===== config.mk =====
export PLATFORM = sky130hd
export DESIGN_NAME = gpio_input_filter_flat
export DESIGN_NICKNAME = d
export VERILOG_FILES = /design/src/rtl/gpio_input_filter_if.sv /design/src/rtl/gpio_input_filter.sv /design/src/flat_wrapper.sv
export SDC_FILE = /design/constraint.sdc
export NUM_CORES = 1
export LEC_CHECK = 0
export ABC_AREA = 1
export CAP_MARGIN = 20
export CORE_UTILIZATION = 45
export CTS_CLUSTER_DIAMETER = 200
export DETAILED_ROUTE_END_ITERATION = 16
export PLACE_DENSITY = 0.9
export SETUP_SLACK_MARGIN = 0.02
export SYNTH_ARGS = -nofsm -noshare
export SYNTH_HDL_FRONTEND = slang
export SYNTH_SLANG_ARGS = --single-unit

===== constraint.sdc =====
create_clock -name clk -period 1 [get_ports clk]
set_clock_uncertainty 0.2 [all_clocks]
set_input_delay 0.2 -clock clk [delete_from_list [all_inputs] [get_ports clk]]
set_output_delay 0.2 -clock clk [all_outputs]
set_load 0.05 [all_outputs]

===== src/rtl/gpio_input_filter_if.sv =====
// Pad-side bundle between the GPIO pads and the input conditioning stage.
// Master is the pad/stimulus side and slave is the filter.
interface gpio_input_filter_if #(
    parameter int WIDTH = 64
);
    logic [WIDTH-1:0] pad_in;
    logic [WIDTH-1:0] bypass_mask;
    logic [WIDTH-1:0] gpio_in_filt;
    logic [WIDTH-1:0] edge_pulse;
    logic             sample_tick;

    modport master (
        output pad_in,
        output bypass_mask,
        input  gpio_in_filt,
        input  edge_pulse,
        input  sample_tick
    );

    modport slave (
        input  pad_in,
        input  bypass_mask,
        output gpio_in_filt,
        output edge_pulse,
        output sample_tick
    );
endinterface


===== src/rtl/gpio_input_filter.sv =====
// GPIO input conditioning: per-pin synchronizer, optional tick-sampled debounce
// (enabled by GPIO_IN_DEBOUNCE_EN) and a one-cycle pulse on each filtered change.
module gpio_input_filter #(
    parameter int WIDTH        = 64,
    parameter int SYNC_STAGES  = 2,
    parameter int PRESCALE     = 1000,
    parameter int STABLE_COUNT = 4
) (
    input  logic                clk,
    input  logic                rst,
    gpio_input_filter_if.slave  io
);

    logic [SYNC_STAGES-1:0][WIDTH-1:0] sync_p0;
    logic [WIDTH-1:0]                  sync;
    logic [WIDTH-1:0]                  filt_p1;
    logic [WIDTH-1:0]                  filt_nxt;
    logic [WIDTH-1:0]                  pulse_p1;

    // Stage 0: synchronizer chain, newest sample in element 0
    always_ff @(posedge clk) begin
        if (!rst) begin
            sync_p0 <= '0;
        end else begin
            sync_p0 <= {sync_p0[SYNC_STAGES-2:0], io.pad_in};
        end
    end

    assign sync = sync_p0[SYNC_STAGES-1];

`ifdef GPIO_IN_DEBOUNCE_EN
    localparam int PRESC_W = (PRESCALE > 1) ? $clog2(PRESCALE) : 1;
    localparam int CNT_W   = $clog2(STABLE_COUNT + 1);
    localparam logic [PRESC_W-1:0] PRESC_LAST = PRESC_W'(PRESCALE - 1);
    localparam logic [CNT_W-1:0]   CNT_LAST   = CNT_W'(STABLE_COUNT - 1);

    logic [PRESC_W-1:0] presc;
    logic               tick;
    logic               sample_tick_p1;
    logic [CNT_W-1:0]   cnt     [WIDTH];
    logic [CNT_W-1:0]   cnt_nxt [WIDTH];

    assign tick = (presc == PRESC_LAST);

    always_ff @(posedge clk) begin
        if (!rst) begin
            presc          <= '0;
            sample_tick_p1 <= 1'b0;
            cnt            <= '{default: '0};
        end else begin
            presc          <= tick ? '0 : presc + 1'b1;
            sample_tick_p1 <= tick;
            cnt            <= cnt_nxt;
        end
    end

    // A tick that finds sync equal to filt throws away any partial run.
    always_comb begin
        filt_nxt = filt_p1;
        cnt_nxt  = cnt;
        for (int i = 0; i < WIDTH; i++) begin
            if (io.bypass_mask[i]) begin
                filt_nxt[i] = sync[i];
                cnt_nxt[i]  = '0;
            end else if (tick) begin
                if (sync[i] == filt_p1[i]) begin
                    cnt_nxt[i] = '0;
                end else if (cnt[i] == CNT_LAST) begin
                    filt_nxt[i] = sync[i];
                    cnt_nxt[i]  = '0;
                end else begin
                    cnt_nxt[i] = cnt[i] + 1'b1;
                end
            end
        end
    end

    assign io.sample_tick = sample_tick_p1;
`else
    localparam int unused_cfg = PRESCALE + STABLE_COUNT;

    logic unused_bypass;

    assign unused_bypass  = ^io.bypass_mask;
    assign filt_nxt       = sync;
    assign io.sample_tick = 1'b0;
`endif

    // Stage 1: filtered level and its change pulse land on the same edge
    always_ff @(posedge clk) begin
        if (!rst) begin
            filt_p1  <= '0;
            pulse_p1 <= '0;
        end else begin
            filt_p1  <= filt_nxt;
            pulse_p1 <= filt_nxt ^ filt_p1;
        end
    end

    assign io.gpio_in_filt = filt_p1;
    assign io.edge_pulse   = pulse_p1;

endmodule


===== src/flat_wrapper.sv =====
// flat-port wrapper written by rule: the top's interface ports become plain ports
module gpio_input_filter_flat 
#(
    parameter int WIDTH        = 64,
    parameter int SYNC_STAGES  = 2,
    parameter int PRESCALE     = 1000,
    parameter int STABLE_COUNT = 4
)
  (clk, rst, io_pad_in, io_bypass_mask, io_gpio_in_filt, io_edge_pulse, io_sample_tick);
  gpio_input_filter_if #(.WIDTH(WIDTH)) io_i ();
  input  logic clk;
  input  logic rst;
  input wire logic [$bits(io_i.pad_in)-1:0] io_pad_in;
  input wire logic [$bits(io_i.bypass_mask)-1:0] io_bypass_mask;
  output wire logic [$bits(io_i.gpio_in_filt)-1:0] io_gpio_in_filt;
  output wire logic [$bits(io_i.edge_pulse)-1:0] io_edge_pulse;
  output wire logic [$bits(io_i.sample_tick)-1:0] io_sample_tick;
  assign io_i.pad_in = io_pad_in;
  assign io_i.bypass_mask = io_bypass_mask;
  assign io_gpio_in_filt = io_i.gpio_in_filt;
  assign io_edge_pulse = io_i.edge_pulse;
  assign io_sample_tick = io_i.sample_tick;
  gpio_input_filter #(.WIDTH(WIDTH), .SYNC_STAGES(SYNC_STAGES), .PRESCALE(PRESCALE), .STABLE_COUNT(STABLE_COUNT)) u_core (.clk(clk), .rst(rst), .io(io_i));
endmodule

After elaboration in Yosys (flattened, before gate mapping)
Index checks and enable logic that the tools add are counted.

Output and inout port bits: 129. Logic and storage cells: 5. Bits in latches: 0. Bits in read-only memories: 0. Memories kept: 0. Register bits after elaboration: 256. Memory bits (writable): 0. Input bits: 130.

Bitwise operators: 1. Eq/ne operators: 0. Reductions and logical operators: 0. Div/mod/pow operators: 0. Order comparisons: 0. Shift-type cells: 0. Add/sub/neg operators: 0. Mux-type cells: 0. Multipliers: 0.

Operators with widths (count): $xor A64 B64 Y64 (1).

Logic depth before layout (Yosys ltp)
Gate-level depths: netlist of the first run.

Depth in word-level cells: 1. Gate-level depth with buffers: 4. Depth with buffers taken out: 3.

Worst setup path before layout of the first run
Ideal clock, no wire load.

Kind: register -> register. Start point: reg u_core.filt_p1[62], in the netlist u_core.io.gpio_in_filt[62]. End point: reg u_core.pulse_p1[62], in the netlist u_core.io.edge_pulse[62]. Period minus slack after synthesis: 1.129 ns. Library setup time: 0.115 ns. Buffers on the path: 0. Arrival: 0.813 ns. Stages on the path, launching flop included: 4. Data required time: 0.685 ns. Setup slack: -0.129 ns. Cell sequence: dfxtp_1 -> nand2_1 -> nand2_1 -> nor2_1.

Cells in the longest elaborated chain, start to end: 1.

RTL lines: from (decl) (RTL line gpio_input_filter.sv:16) `logic [WIDTH-1:0] filt_p1;`; from (signal assigned) (RTL line gpio_input_filter.sv:95) `filt_p1 <= filt_nxt;`; $xor A64 B64 Y64 (RTL line gpio_input_filter.sv:96) `pulse_p1 <= filt_nxt ^ filt_p1;`; to (signal assigned) (RTL line gpio_input_filter.sv:96); to (decl) (RTL line gpio_input_filter.sv:18) `logic [WIDTH-1:0] pulse_p1;`.

No other way between the ends. A chain may end at the register's enable or synchronous reset.

Final worst setup path of the first run
Start point: reg u_core.filt_p1[26], in the netlist u_core.io.gpio_in_filt[26]. End point: out io_gpio_in_filt[26].

RTL lines: to (decl) (RTL line flat_wrapper.sv:15) `output wire logic [$bits(io_i.gpio_in_filt)-1:0] io_gpio_in_filt;`.

No word-level cell between the ends.

==> results of run 1 <==
==> layout make-up <==
| class | instances | area share |
|---|---|---|
| Clock buffer | 39 | 0.0625 |
| Clock inverter | 9 | 0.00588 |
| Inverter | 193 | 0.0558 |
| Multi-Input combinational cell | 448 | 0.148 |
| Sequential cell | 256 | 0.412 |
| Tap cell | 220 | 0.0212 |
| Timing Repair Buffer | 259 | 0.295 |
==> stage by stage <==
step	setup TNS [ns]	worst slack, ns
floorplan	0	0.0413
global placement	-4.28	-0.0740
detailed placement	-7.05	-0.129
CTS	-52.61	-0.435
global route	-54.65	-0.453
finish	-50.25	-0.415
==> power groups by stage <==
stage	registers [mW]	logic, mW	clock network, mW
2_1_floorplan	11.6	0.516	0
3_3_place_gp	11.1	2.16	0
3_5_place_dp	11.2	2.24	0
4_1_cts	10.9	2.35	9.81
5_1_grt	10.9	2.58	10.3
6_report	10.9	2.43	9.64
==> cells in the mapped netlist <==
| cell type | number |
|---|---|
| nand2_1 | 319 |
| dfxtp_1 | 256 |
| inv_1 | 193 |
| nor2_1 | 127 |
| buf_2 | 23 |
| buf_4 | 6 |
| conb_1 | 1 |
| o21ai_0 | 1 |
==> state kept, by name, summed over array words and instances (netlist names) <==
signal                  flops
u_core.filt_nxt            64
u_core.io.edge_pulse       64
u_core.io.gpio_in_filt     64
u_core.sync_p0             64
==> what timing repair did <==
action                     4_1_cts  5_1_grt
setup endpoints to repair      128      162
gates cloned                     0        0
hold endpoints to repair       232      103
pin swaps                        0       24
resized for setup               12      116
buffers inserted                53        9
==> how the worst max path moves through the flow <==
stage | end | slack, ns | depth (start not counted)
after floorplan | u_core.io.edge_pulse[62]$_SDFF_PN0_ | 0.04 | 3
after global placement | u_core.io.edge_pulse[60]$_SDFF_PN0_ | -0.07 | 4
after detailed placement | u_core.io.edge_pulse[60]$_SDFF_PN0_ | -0.13 | 4
after CTS | io_gpio_in_filt[24] | -0.44 | 1
after global routing | io_gpio_in_filt[30] | -0.45 | 1
final | io_gpio_in_filt[26] | -0.41 | 1
==> routing by layer <==
layer / GRT usage / vias to the layer above
met5: 0 / -
li1: - / 3104
met4: 0.167 / 0
met3: 0.0448 / 93
met1: 0.197 / 2815
met2: 0.424 / 184
==> cells by family after synthesis <==
| kind of cell | synth area share |
|---|---|
| other | 0.000487 |
| buffers and inverters | 0.115 |
| DFF | 0.666 |
| and+or+nand+nor | 0.218 |
| AOI/OAI and AO/OA | 0.000650 |
==> flow_summary.yaml, run 1 <==
placed_design:
  place.port_buffers: 193
  place_hpwl_microns: 12500
  place.gp.congestion: 0.778
  placed_cells_incl_taps: 1319
  dpl-instance-area_sq_um: 11300
worst_hold_path:
  hold_class: "primary input to register"
  min_from: "rst"
  whs_endpoint: "u_core.io.gpio_in_filt[2]$_SDFF_PN0_"
  holdPathStages: 4
global_routing:
  grt_first_pass_wirelength_microns: 30400
  antenna_found_initial: 0
  grt_max_degree: 56
  grt_usage: 0.219
  grt_pass1_vias: 6418
  grt_overflow: 0
power_and_ir_drop:
  p_sw_frac: 0.233
  switchingPower_mw: 5.35
  p_per_area_nw_per_um2: 1770
  power.total_mw: 23.0
  p_seq_frac: 0.475
  leakagePower_nw: 6.84
  clock_power_share: 0.419
  p_int_mw: 17.6
  max-vdd-ir-drop_v: 0.00154
  pwr-share-comb: 0.106
cts:
  cts_buffers: 26
  hold_buffers: 1
  clkTransAtPathRegs_ns: 0.06
  ctsLongestPathBuffers: 3
  clockRootBuffer: "clkbuf_16"
  cts_sinks: 256
  cts_tree: "done"
  cts_max_level: 1
  clk_latency_ns: 0.51
timing:
  fin_crit_sh: 1.41
  finalMaxSlewViolations: 0
  post-route-min-period_ns: 1.41
  timing.hold.ws_ns: -0.0862
  finalSetupViolCount: 131
  rsz0062_at_grt: "yes"
  setup_ws_ns: -0.415
  hold_violations: 121
  max_freq_ghz: 0.707
cells_and_area:
  layout_common_cells: "279 x nand2_1, 193 x inv_1, 132 x buf_12, 128 x dfxtp_1, 103 x dfxtp_2"
  areaGrowthSynthToFinish_pct: 68.7
  mostFrequentLayoutCell: "nand2_1"
  fillCellCount: 910
  n_antenna_cell: 0
  multi_input_area_sq_um: 1910
  ff_latch_area_sq_um: 5350
  final_layout_size_suffix_gt1_frac: 0.369
  final_cells: 1424
  final_core_util: 0.780
  finalNetCount: 1314
  final_area_sq_um: 13000
setup_path:
  regToRegEndpoint: "u_core.io.edge_pulse[13]$_SDFF_PN0_"
  slowest_stage: "dfxtp_4"
  cp_max_fo: 2
  path_cells: "buf_12"
  required_ns: 0.60
  timing.critical_path.buf_inv: 1
  cp-end-kind: "primary output"
  cp.arrival_ns: 1.01
  ff2ff_path_depth: 4
  critPathKind: "register to primary output"
  crit-reg2reg-launch: "u_core.io.gpio_in_filt[13]$_SDFF_PN0_"
  reg2reg_slack_ns: -0.07
  cp_top_family: "flip-flops"
  crit_path_start_kind: "register"
  crit_start: "u_core.io.gpio_in_filt[26]$_SDFF_PN0_"
  critPathMaxStageDelay_ns: 0.36
drt:
  drt-initial-drc-count: 240
  wl_per_cell_microns: 14.2
  dr.pass1.iters: 4
  top_layer: "met4"
  wl_met3_microns: 804
  postRouteAntennaNets: 0
  met1_length_microns: 6640
  via_per_inst: 4.35
  drc_errors: 0
  wl_microns: 20200
  met2_length_microns: 11300
  vias: 6196
floorplan:
  io_pins: 259
  num_rows: 47
  dieWidth_microns: 133
  dieHeight_microns: 133
  initial_core_util: 0.462
  fp.dieArea_sq_um: 17600
  core_region_area_sq_um: 16600
synth:
  yosysSeqAreaShare: 0.666
  syn_avg_cell_area_sq_um: 8.31
  synth_cell_types: 8
  syn_nets: 1056
  ys_top_cells_by_area: "dfxtp_1 67%, nand2_1 16%, inv_1 9.4%"
  synth_cells: 926
  ys_ff_latch: 256
  synth_top_area_share: 0.666
  yosys_warnings: 0
  netlist_area_sq_um: 7690
  synth_top_cell_by_area: "dfxtp_1"
run:
  max_cap_violations: 0
status:
  violations: "negative hold slack, negative setup slack"
  status: "finished with violations"
Note: power is estimated with default switching activity, not from simulation.
==> run 2, diff against run 1 <==
CORE_UTILIZATION = 47   (was 45)
CTS_BUF_LIST = sky130_fd_sc_hd__clkbuf_8   (was unset)
CTS_CLUSTER_SIZE = 24   (was unset)
PLACE_DENSITY = 0.93   (was 0.9)
==> flow_summary.yaml, run 2 (synthesis gave the netlist of run 1 again) <==
setup_path:
  cp.arrival_ns: 1.04
  critPathKind: "register to primary output"
  cp_top_family: "flip-flops"
  path_cells: "buf_12"
  timing.critical_path.buf_inv: 1
  cp-end-kind: "primary output"
  crit_path_start_kind: "register"
  critPathMaxStageDelay_ns: 0.40
  slowest_stage: "dfxtp_2"
  required_ns: 0.60
  cp_max_fo: 2
cts:
  cts_buffers: 14
  clkTransAtPathRegs_ns: 0.14
  cts_sinks: 256
  clk_latency_ns: 0.50
  hold_buffers: 2
  ctsLongestPathBuffers: 3
  clockRootBuffer: "clkbuf_8"
  cts_max_level: 1
  cts_tree: "done"
drt:
  wl_microns: 19100
  vias: 6046
  via_per_inst: 4.36
  wl_per_cell_microns: 13.7
  postRouteAntennaNets: 0
  drt-initial-drc-count: 286
  drc_errors: 0
  dr.pass1.iters: 6
floorplan:
  io_pins: 259
  dieWidth_microns: 130
  num_rows: 46
  dieHeight_microns: 130
  core_region_area_sq_um: 15900
  fp.dieArea_sq_um: 16900
  initial_core_util: 0.482
placed_design:
  pre_cts_ws_ns: -0.175
  dpl-instance-area_sq_um: 11300
  placed_cells_incl_taps: 1316
  place_hpwl_microns: 12900
  place.port_buffers: 193
  place.gp.congestion: 0.744
status:
  status: "finished with violations"
  violations: "negative hold slack, negative setup slack"
cells_and_area:
  layout_common_cells: "276 x nand2_1, 193 x inv_1, 131 x buf_12, 128 x dfxtp_1, 107 x dfxtp_2"
  n_antenna_cell: 0
  finalNetCount: 1301
  mostFrequentLayoutCell: "nand2_1"
  final_cells: 1387
  final_layout_size_suffix_gt1_frac: 0.345
  fillCellCount: 930
  final_area_sq_um: 12300
  areaGrowthSynthToFinish_pct: 59.8
timing:
  setup_ws_ns: -0.445
  hold_violations: 116
  fin_crit_sh: 1.44
  finalSetupViolCount: 129
  finalMaxSlewViolations: 0
  max_freq_ghz: 0.692
  rsz0062_at_grt: "yes"
  post-route-min-period_ns: 1.44
  timing.hold.ws_ns: -0.219
global_routing:
  grt_max_degree: 57
  antenna_found_initial: 0
  use_met1: 0.198
  grt_overflow: 0
  grt_util_met3: 0.0353
  grt_pass1_vias: 5863
  top_usage_layer: "met2"
  grt_first_pass_wirelength_microns: 27800
  grt_usage: 0.214
  grtUsageMet2: 0.441
worst_hold_path:
  hold_class: "primary input to register"
power_and_ir_drop:
  max-vdd-ir-drop_v: 0.00135
  leakagePower_nw: 6.54
  p_per_area_nw_per_um2: 1430
run:
  max_cap_violations: 0
## run 2: cell types whose count changed in the layout (fill, tap and decap cells not counted), moves of 3 or more
cell | before | now
nor2_1 | 92 | 105
buf_6 | 19 | 29
nor2_2 | 33 | 18
clkbuf_8 | 9 | 15
dfxtp_2 | 103 | 107
nand2_1 | 279 | 276
clkbuf_1 | 3 | 0
clkinv_2 | 6 | 0
clkbuf_16 | 27 | 0
nand2_2 | 34 | 37
dfxtp_4 | 25 | 21
buf_4 | 44 | 34
## run 2: final cells by class
cell class | instances | area, sq um | area share
Sequential cell | 256 | 5340 | 0.434
Inverter | 193 | 724 | 0.0589
Timing Repair Buffer | 258 | 3840 | 0.313
Tap cell | 216 | 270 | 0.0220
Clock buffer | 15 | 206 | 0.0168
Multi-Input combinational cell | 448 | 1900 | 0.155
Clock inverter | 1 | 8.76 | 0.000713
## run 2: worst paths after layout
check                                                            from                                  end  slack [ns]  cells past startpoint
worst max-delay path            u_core.io.gpio_in_filt[46]$_SDFF_PN0_                  io_gpio_in_filt[46]       -0.44                      1
worst min-delay path                                              rst   u_core.io.edge_pulse[2]$_SDFF_PN0_       -0.22                      3
worst min register to register           u_core.sync_p0[1]$_SDFF_PN0_        u_core.filt_nxt[1]$_SDFF_PN0_        0.22                      2
worst max register to register  u_core.io.gpio_in_filt[26]$_SDFF_PN0_  u_core.io.edge_pulse[26]$_SDFF_PN0_       -0.01                      4
## run 2: stage by stage
step	util	total power [mW]	setup TNS [ns]
floorplan	-	12.2	0
global placement	0.708	13.3	-7.94
detailed placement	0.708	13.4	-11.29
CTS	0.751	17.6	-54.63
global route	0.771	18.3	-59.23
finish	0.771	17.6	-52.45
## run 2: timing repair
item | 4_1_cts | 5_1_grt
pin swaps | 0 | 31
endpoints found under the hold margin | 181 | 125
buffers inserted | 54 | 2
gates resized for setup | 15 | 111
endpoints found under the setup margin | 128 | 166
## run 2: power by group
group	internal [mW]	leakage, nW	total (mW)	switching (mW)
logic	1.18	4.26	2.41	1.23
registers	10.6	2.17	10.9	0.312
clock network	1.39	0.112	4.28	2.89
total	13.2	6.54	17.6	4.43
## run 2: per-layer routing
metal,vias to the layer above,share of wire
met2,168,0.58
li1,3061,-
met4,0,0.046
met3,50,0.035
met1,2767,0.34
met5,-,0
